### src/rtl/ps_loop_ctrl.sv
// rtl/ps_loop_ctrl.sv - DO-UNTIL hardware loop stack and end-of-loop redirect control
// Optional: LP_ERR_STICKY_EN makes lp_ovf/lp_udf hold until reset.
module ps_loop_ctrl #(
  parameter int PC_W  = 16,
  parameter int CNT_W = 16,
  parameter int DEPTH = 6
) (
  input  logic             clk,
  input  logic             rst_n,
  input  logic             lp_push,
  input  logic [PC_W-1:0]  lp_start_pc,
  input  logic [PC_W-1:0]  lp_end_pc,
  input  logic [CNT_W-1:0] lp_cnt,
  input  logic             lp_mode,
  input  logic [4:0]       lp_cnd,
  input  logic             lp_pop,
  input  logic             fetch_vld,
  input  logic [PC_W-1:0]  fetch_pc,
  input  logic             cnd_stat,
  output logic             cnd_en,
  output logic [4:0]       op_cnd,
  output logic             lp_jmp,
  output logic [PC_W-1:0]  lp_jmp_pc,
  output logic             lp_active,
  output logic [2:0]       lp_depth,
  output logic [CNT_W-1:0] lp_curcnt,
  output logic             lp_ovf,
  output logic             lp_udf
);

  localparam logic [1:0] S_IDLE  = 2'd0;
  localparam logic [1:0] S_RUN   = 2'd1;
  localparam logic [1:0] S_REDIR = 2'd2;

  localparam logic [CNT_W-1:0] CNT_ONE = {{(CNT_W-1){1'b0}}, 1'b1};
  localparam logic [PC_W-1:0]  PC_ONE  = {{(PC_W-1){1'b0}}, 1'b1};

  logic [PC_W-1:0]  stk_start [DEPTH];
  logic [PC_W-1:0]  stk_end   [DEPTH];
  logic [CNT_W-1:0] stk_cnt   [DEPTH];
  logic             stk_mode  [DEPTH];
  logic [4:0]       stk_cnd   [DEPTH];

  logic [1:0]      state_q;
  logic [2:0]      depth_q;
  logic [PC_W-1:0] jmp_pc_q;
  logic            ovf_q;
  logic            udf_q;

  logic [2:0]       top_idx;
  logic             end_match;
  logic [2:0]       depth_n;
  logic             jmp_n;
  logic [PC_W-1:0]  jmp_pc_n;
  logic             dec_top;
  logic             wr_en;
  logic [2:0]       wr_idx;
  logic             ovf_evt;
  logic             udf_evt;

  assign top_idx   = (depth_q == 3'd0) ? 3'd0 : depth_q - 3'd1;
  assign lp_active = (depth_q != 3'd0);
  assign end_match = fetch_vld && lp_active && (fetch_pc == stk_end[top_idx]);

  // The decoder is queried on every condition-loop end match, even if lp_pop overrides it.
  assign cnd_en = end_match && !stk_mode[top_idx];
  assign op_cnd = cnd_en ? stk_cnd[top_idx] : 5'b0;

  always_comb begin
    depth_n  = depth_q;
    jmp_n    = 1'b0;
    jmp_pc_n = '0;
    dec_top  = 1'b0;
    wr_en    = 1'b0;
    wr_idx   = 3'd0;
    ovf_evt  = 1'b0;
    udf_evt  = 1'b0;

    if (lp_pop) begin
      if (depth_q == 3'd0) udf_evt = 1'b1;
      else                 depth_n = depth_q - 3'd1;
    end else if (end_match) begin
      if (stk_mode[top_idx]) begin
        if (stk_cnt[top_idx] == CNT_ONE) begin
          depth_n = depth_q - 3'd1;
        end else begin
          dec_top  = 1'b1;
          jmp_n    = 1'b1;
          jmp_pc_n = stk_start[top_idx];
        end
      end else if (cnd_stat) begin
        depth_n = depth_q - 3'd1;
      end else begin
        jmp_n    = 1'b1;
        jmp_pc_n = stk_start[top_idx];
      end
    end

    // Push lands on the stack as already adjusted by the pop/end-match decision above.
    if (lp_push) begin
      if (lp_mode && (lp_cnt == '0)) begin
        jmp_n    = 1'b1;
        jmp_pc_n = lp_end_pc + PC_ONE;
      end else if (depth_n == 3'(DEPTH)) begin
        ovf_evt = 1'b1;
      end else begin
        wr_en   = 1'b1;
        wr_idx  = depth_n;
        depth_n = depth_n + 3'd1;
      end
    end
  end

  always_ff @(posedge clk) begin
    if (!rst_n) begin
      state_q  <= S_IDLE;
      depth_q  <= 3'd0;
      jmp_pc_q <= '0;
      ovf_q    <= 1'b0;
      udf_q    <= 1'b0;
      for (int i = 0; i < DEPTH; i++) begin
        stk_start[i] <= '0;
        stk_end[i]   <= '0;
        stk_cnt[i]   <= '0;
        stk_mode[i]  <= 1'b0;
        stk_cnd[i]   <= 5'b0;
      end
    end else begin
      if (jmp_n)                  state_q <= S_REDIR;
      else if (depth_n != 3'd0)   state_q <= S_RUN;
      else                        state_q <= S_IDLE;
      depth_q  <= depth_n;
      jmp_pc_q <= jmp_pc_n;
`ifdef LP_ERR_STICKY_EN
      ovf_q <= ovf_q | ovf_evt;
      udf_q <= udf_q | udf_evt;
`else
      ovf_q <= ovf_evt;
      udf_q <= udf_evt;
`endif
      if (dec_top) stk_cnt[top_idx] <= stk_cnt[top_idx] - CNT_ONE;
      if (wr_en) begin
        stk_start[wr_idx] <= lp_start_pc;
        stk_end[wr_idx]   <= lp_end_pc;
        stk_cnt[wr_idx]   <= lp_cnt;
        stk_mode[wr_idx]  <= lp_mode;
        stk_cnd[wr_idx]   <= lp_cnd;
      end
    end
  end

  assign lp_jmp    = (state_q == S_REDIR);
  assign lp_jmp_pc = jmp_pc_q;
  assign lp_depth  = depth_q;
  assign lp_curcnt = (lp_active && stk_mode[top_idx]) ? stk_cnt[top_idx] : '0;
  assign lp_ovf    = ovf_q;
  assign lp_udf    = udf_q;

endmodule

### config.mk
export PLATFORM = sky130hd
export DESIGN_NAME = ps_loop_ctrl
export DESIGN_NICKNAME = d
export VERILOG_FILES = /design/src/rtl/ps_loop_ctrl.sv
export SDC_FILE = /design/constraint.sdc
export NUM_CORES = 1
export LEC_CHECK = 0
export CORE_ASPECT_RATIO = 1.5
export CORE_MARGIN = 3
export CORE_UTILIZATION = 59
export CTS_BUF_LIST = sky130_fd_sc_hd__clkbuf_4 sky130_fd_sc_hd__clkbuf_8
export DETAILED_ROUTE_END_ITERATION = 8
export DONT_BUFFER_PORTS = 1
export PLACE_DENSITY = 0.85
export SYNTH_ARGS = -nofsm -noshare
export SYNTH_HDL_FRONTEND = slang
export SYNTH_SLANG_ARGS = --single-unit
### constraint.sdc
create_clock -name clk -period 9.35 [get_ports clk]
set_input_delay 0.4675 -clock clk [delete_from_list [all_inputs] [get_ports clk]]
set_output_delay 0.4675 -clock clk [all_outputs]
set_load 0.02 [all_outputs]
# Word-level counts from Yosys, hierarchy flattened
# Memories as Yosys holds them, arrays and structs flattened.
# Index checks and enable logic that the tools add are counted.
[totals] wordCells=104 reg_bits=23 ramBits=324 memories=5 inputBits=76 output_inout_bits=45
[mem_list] memory="stk_cnt" words=6 word_bits=16 read_ports=1 rd_ports_with_merged_regs=0 write_ports=6 line="40" rtl="logic [CNT_W-1:0] stk_cnt [DEPTH];"
[mem_list] memory="stk_end" words=6 word_bits=16 read_ports=1 rd_ports_with_merged_regs=0 write_ports=6 line="39" rtl="logic [PC_W-1:0] stk_end [DEPTH];"
[mem_list] memory="stk_start" words=6 word_bits=16 read_ports=1 rd_ports_with_merged_regs=0 write_ports=6 line="38" rtl="logic [PC_W-1:0] stk_start [DEPTH];"
[mem_list] memory="stk_cnd" words=6 word_bits=5 read_ports=1 rd_ports_with_merged_regs=0 write_ports=6 line="42" rtl="logic [4:0] stk_cnd [DEPTH];"
[mem_list] memory="stk_mode" words=6 word_bits=1 read_ports=1 rd_ports_with_merged_regs=0 write_ports=6 line="41" rtl="logic stk_mode [DEPTH];"
[classes] n_eq_ne=4 addsub=4 reduce_logical=19 n_mux=64 bitwise_logic=2
[op_table] cell="16-bit two-way mux" n=12
[op_table] cell="16-bit OR reduction" n=4
[op_table] cell="3-bit two-way mux" n=19
[op_table] cell="1-bit two-way mux" n=30
[op_table] cell="16-bit by 1-bit adder with 16-bit output (second input constant)" n=1
[op_table] cell="16-bit by 1-bit equality test with 1-bit output (second input constant)" n=1
[op_table] cell="16-bit equality test" n=1
[op_table] cell="16-bit logical NOT" n=1
[op_table] cell="16-bit by 1-bit subtractor with 16-bit output (second input constant)" n=1
[op_table] cell="5-bit two-way mux" n=2
[op_table] cell="3-bit nonzero test" n=2
[op_table] cell="1-bit logical AND" n=5
[op_table] cell="5-bit OR reduction" n=1
[op_table] cell="3-bit by 1-bit adder with 3-bit output (second input constant)" n=1
[op_table] cell="3-bit equality test (second input constant)" n=1
[op_table] cell="3-bit logical NOT" n=1
[op_table] cell="3-bit OR reduction" n=1
[op_table] cell="3-bit by 1-bit subtractor with 3-bit output (second input constant)" n=1
[op_table] cell="2-bit equality test (second input constant)" n=1
[op_table] cell="2-bit two-way mux" n=1
[op_table] cell="1-bit inverter" n=2
[op_table] cell="2-bit AND reduction" n=1
[op_table] cell="2-bit OR reduction" n=1
[op_table] cell="1-bit logical NOT" n=1
[op_table] cell="1-bit OR reduction" n=1

# Longest topological paths before layout
# An unclocked memory read counts as a cell.
[depth] word_depth=17 ltp_mapped=29 mapped_depth_nobuf=21

# Worst setup path after synthesis
# Ideal clock, no wire load.
[synth_path] kind="reg-to-reg" from="reg depth_q[0] (netlist: lp_depth[0])" to="mem stk_cnd[7][0] (enable)" required_time_ns=8.917 setup_slack_ns=1.704 arrival_time_ns=7.213 synth_period_minus_slack_ns=7.646 n_path_buf=8 setup_ns=0.433 path_stages_with_launch=28 path_cell_list="dfxtp_1 -> inv_1 -> ha_1 -> and2b_4 -> inv_2 -> buf_4 -> ha_1 -> buf_4 -> buf_4 -> buf_2 -> buf_2 -> mux4_2 -> mux2i_1 -> inv_1 -> ha_1 -> and3_1 -> and4bb_1 -> a22oi_1 -> o31a_1 -> o31ai_1 -> clkbuf_1 -> ha_1 -> nand2_1 -> ha_1 -> nand4_1 -> buf_4 -> buf_4 -> nor2_1"
[synth_rtl] item="from (decl)" line="45" rtl="logic [2:0] depth_q;"
[synth_rtl] item="from (signal assigned)" line="132" rtl="depth_q <= depth_n;"
[synth_rtl] item="to (decl)" line="42"

==> impl_summary.log <==
INFO  metric synth_seq_area_share = between 50% and 60%
INFO  metric drc = 0
INFO  metric hold_violations = 0
INFO  metric cts.path.max_buffers = 3
INFO  metric worst_hold_slack = 0.0216 ns
INFO  metric reg2regPathDepth = 22
INFO  metric worst-path-max-fanout = 31
INFO  metric layout-drive-gt1-share = 16.2%
INFO  metric final_min_period_over_clock_period = 85.4%
INFO  metric crit_path_required_time = between 9 and 10 ns
INFO  metric status = finished, final reports clean
INFO  metric yosys_most_used_dff = edfxtp_1
INFO  metric holdCritPathClass = in2reg
INFO  metric cell_variety_after_synth = 69
INFO  metric wl = 62.4 mm
INFO  metric cts_tree = done
INFO  metric postPlaceCellArea = ~0.023 mm²
INFO  metric critical_path.startpoint = lp_depth[0]
INFO  metric reg2reg_from = lp_depth[0]
INFO  metric via_count_of_the_first_global_routing_pass = 15.7k
INFO  metric reg2reg_to = stk_end[3][12]
INFO  metric setup_viol_count_final = 0
INFO  metric grt_setup_unrepaired = no
INFO  metric cts.repair_timing.setup_buffer_count = 0
INFO  metric timing_worst_slew_pin_value = roughly 1.2 ns
INFO  metric synth.ff_latch_count = 455
INFO  metric synth_area = about 0.022 mm²
INFO  metric final_net_count = roughly 1.8k
INFO  metric die_y = 245 µm
INFO  metric p_leak = roughly 9.0 nW
INFO  metric clk_transition_reported_paths = 0.08 ns
INFO  metric async_flop_share = 0%
INFO  metric fmax = 125 MHz
INFO  metric viasPerCell = 6.58
INFO  metric layout-area-overhead-vs-synth = 10.6%
INFO  metric type_of_destination_of_the_critical_path = flop
INFO  metric initial_antenna_violation_count = 0
INFO  metric layout_min_cycle_time = roughly 8.0 ns
INFO  metric clock_insertion_delay_worst_skew = 0.66 ns
INFO  metric cts_root_buffer = clkbuf_8
INFO  metric cts_made_buffers = 68
INFO  metric grt_overflow_total = 0
INFO  metric initial_core_util = 59.7%
INFO  metric max_cap_violations = 0
INFO  metric relSlewSlack = between 15 and 20%
INFO  metric edff_count_synth = 427
INFO  metric drt-wirelength-per-cell = 27.9 µm
INFO  metric worstSetupPathType = reg2reg
INFO  metric drt_first_iter_violations = 1701
INFO  metric synth_fp_nets = 1731
INFO  metric placeableCoreArea = 0.0377 mm²
INFO  metric max-vdd-ir-drop = approximately 0.21 mV
INFO  metric h-tree-depth = 3
INFO  metric first_drt_pass_iteration_count = 5
INFO  metric grt_first_pass_wirelength = a little over 90 mm
INFO  metric yosysWarnings = 0
INFO  metric global_route.usage.total = around 31%
INFO  metric grt_start_max_net_pins = 55
INFO  metric antenna_cells_inserted = 0
INFO  metric r2r_slack = between 1 and 1.5 ns
INFO  metric post-route-util = 66.0%
INFO  metric setup_tns = 0 ns
INFO  metric total_number_of_vias = 14.7k
INFO  metric final_design_area_no_fill = 0.0249 mm²
INFO  metric placementRows = slightly below 90
INFO  metric netlist_instances = 1646
INFO  metric dp_hpwl = 37.6 mm
INFO  metric detail-route-antenna-nets = 0
INFO  metric power_per_cell_area = 237 mW/mm²
INFO  metric setup.worst_path.start_class = flop
INFO  metric numClockSinks = 455
INFO  metric placement.io_buffers = 0
INFO  metric slew_violations = 0
INFO  metric die_x = 165 µm
INFO  metric avgSynthCellArea = about 14 µm²
INFO  metric worst_setup_path_endpoint = stk_end[3][12]
INFO  metric finalWeightedCongestion = 0.931
INFO  metric ioPinCount = around 120
INFO  metric ctsHoldBuffers = between 50 and 60
INFO  metric floorplan.die_area = 0.0405 mm²
INFO  metric worst_clock_skew = roughly 0.050 ns
INFO  metric ctsResizeCount = 0
INFO  metric worst-endpoint-arrival = 8.33 ns
## Yosys cell counts (all sizes together), types with 8 or more instances
library cell	n	area share, %
xor2	17	0.66
buf	67	1.9
mux2i	166	7.4
o21ai	18	0.40
dfxtp	28	2.5
mux2	32	1.6
nand4	13	0.36
and3	9	0.25
and2	227	6.3
nand2	126	2.1
nand2b	8	0.22
a31oi	17	0.47
edfxtp	427	57
mux4	88	8.8
ha	9	0.50
nor3	12	0.27
nand3	42	0.93
nor2b	14	0.39
clkbuf	48	0.80
xnor2	27	1.1
nor2	96	1.6
inv	38	0.63
a21oi	37	0.82
## power by group
group	leakage [nW]	switching [W]	internal, W	total (W)
Sequential	4.47	0.0000553	0.00239	0.00245
Clock	0.695	0.000790	0.000826	0.00162
Combinational	3.82	0.00110	0.000731	0.00183
## metrics by stage
stage | setup WS [ns] | std cells | power (W)
after floorplan | 1.70 | 1646 | 0.00382
after global placement | 1.70 | 2064 | 0.00421
after detailed placement | 1.48 | 2064 | 0.00426
after CTS | 1.47 | 2239 | 0.00588
after global routing | 1.01 | 2239 | 0.00611
final | 1.36 | 2239 | 0.00589
## area by class of cell
| cell class | instances | area, µm² |
|---|---|---|
| sequential | 455 | 13400 |
| tap | 489 | 612 |
| timing repair buffer | 99 | 893 |
| clock buffer | 88 | 1130 |
| fill | 2619 | 12800 |
| multi-input combinational | 1037 | 8500 |
| clock inverter | 32 | 200 |
| inverter | 39 | 146 |
## routing by layer
layer | routed length [µm] | vias to the layer above | part of all wire [%] | GRT usage (%)
met5 | 0 | - | 0 | 0
met4 | 4350 | 0 | 7.0 | 20.6
met3 | 6020 | 276 | 9.6 | 6.58
met2 | 32200 | 1024 | 52 | 53.1
met1 | 19900 | 7241 | 32 | 35.2
li1 | - | 6202 | - | -
## critical path: stages, from the launching register on
cell,delay [ns]
dfxtp_1,0.57
inv_1,0.19
ha_1,0.34
nor2_1,0.39
a21o_2,0.77
buf_4,0.46
buf_4,0.31
mux2i_1,0.57
inv_1,0.10
ha_1,0.21
and3_1,0.14
and4bb_1,0.29
mux2i_1,0.31
o21ai_0,0.16
a31o_2,0.29
ha_1,0.24
nand2_1,0.09
ha_1,0.31
inv_1,0.22
nor4b_4,0.29
buf_4,0.38
nand2b_2,0.74
buf_4,0.32
## how the worst min path moves through the flow
stage	startpoint	end	slack [ns]	cells after the start
after global placement	stk_mode[1]	stk_mode[1]	0.44	2
final	lp_start_pc[4]	stk_start[3][4]	0.02	1
after CTS	lp_end_pc[4]	stk_end[4][4]	0.0001	1
after global routing	lp_end_pc[8]	stk_end[1][8]	0.004	1
after floorplan	stk_mode[0]	stk_mode[0]	0.43	2
after detailed placement	stk_mode[1]	stk_mode[1]	0.45	2
## cells in the final DEF, fill, tap and decap left out, types with 4 or more instances in the layout
cell type      count
and4_1             4
and3_1             9
nand2b_2           6
nand2_1          125
and2_1           227
ha_1               8
nand4_1           13
o21ai_0           18
mux2_1            22
a21oi_1           35
buf_4             43
dlygate4sd3_1     55
nor2_1            94
nor2b_1           14
xnor2_1           27
a31oi_1           17
nor3_1            11
or3_1              7
mux2_2            10
clkbuf_4          13
a22oi_1            5
clkinv_2           7
inv_1             35
edfxtp_1         427
or2_2              6
dfxtp_1           28
mux4_2            88
nand3_1           42
xor2_1            17
clkbuf_8          75
mux2i_1          166
clkinv_1          18
## kinds of logic (layout without fill, tap and decap cells)
family,count (synthesis),in the layout,synth area share (%)
AOI/OAI and AO/OA,109,109,3.09
xor gates and xnor gates,44,44,1.71
adders and majority gates,9,9,0.501
buffers and inverters,154,258,3.32
DFF,455,455,59.5
muxes,286,286,17.8
and+or+nand+nor,589,589,14.1
## flip-flops by register name, indices dropped and copies added, names as in the netlist
name and cells:
stk_mode 8, lp_jmp_pc 16, stk_cnd 40, lp_udf 1, stk_end 128, stk_start 128
lp_ovf 1, state_q 2, stk_cnt 128, lp_depth 3
(Power assumes the default switching activity.)
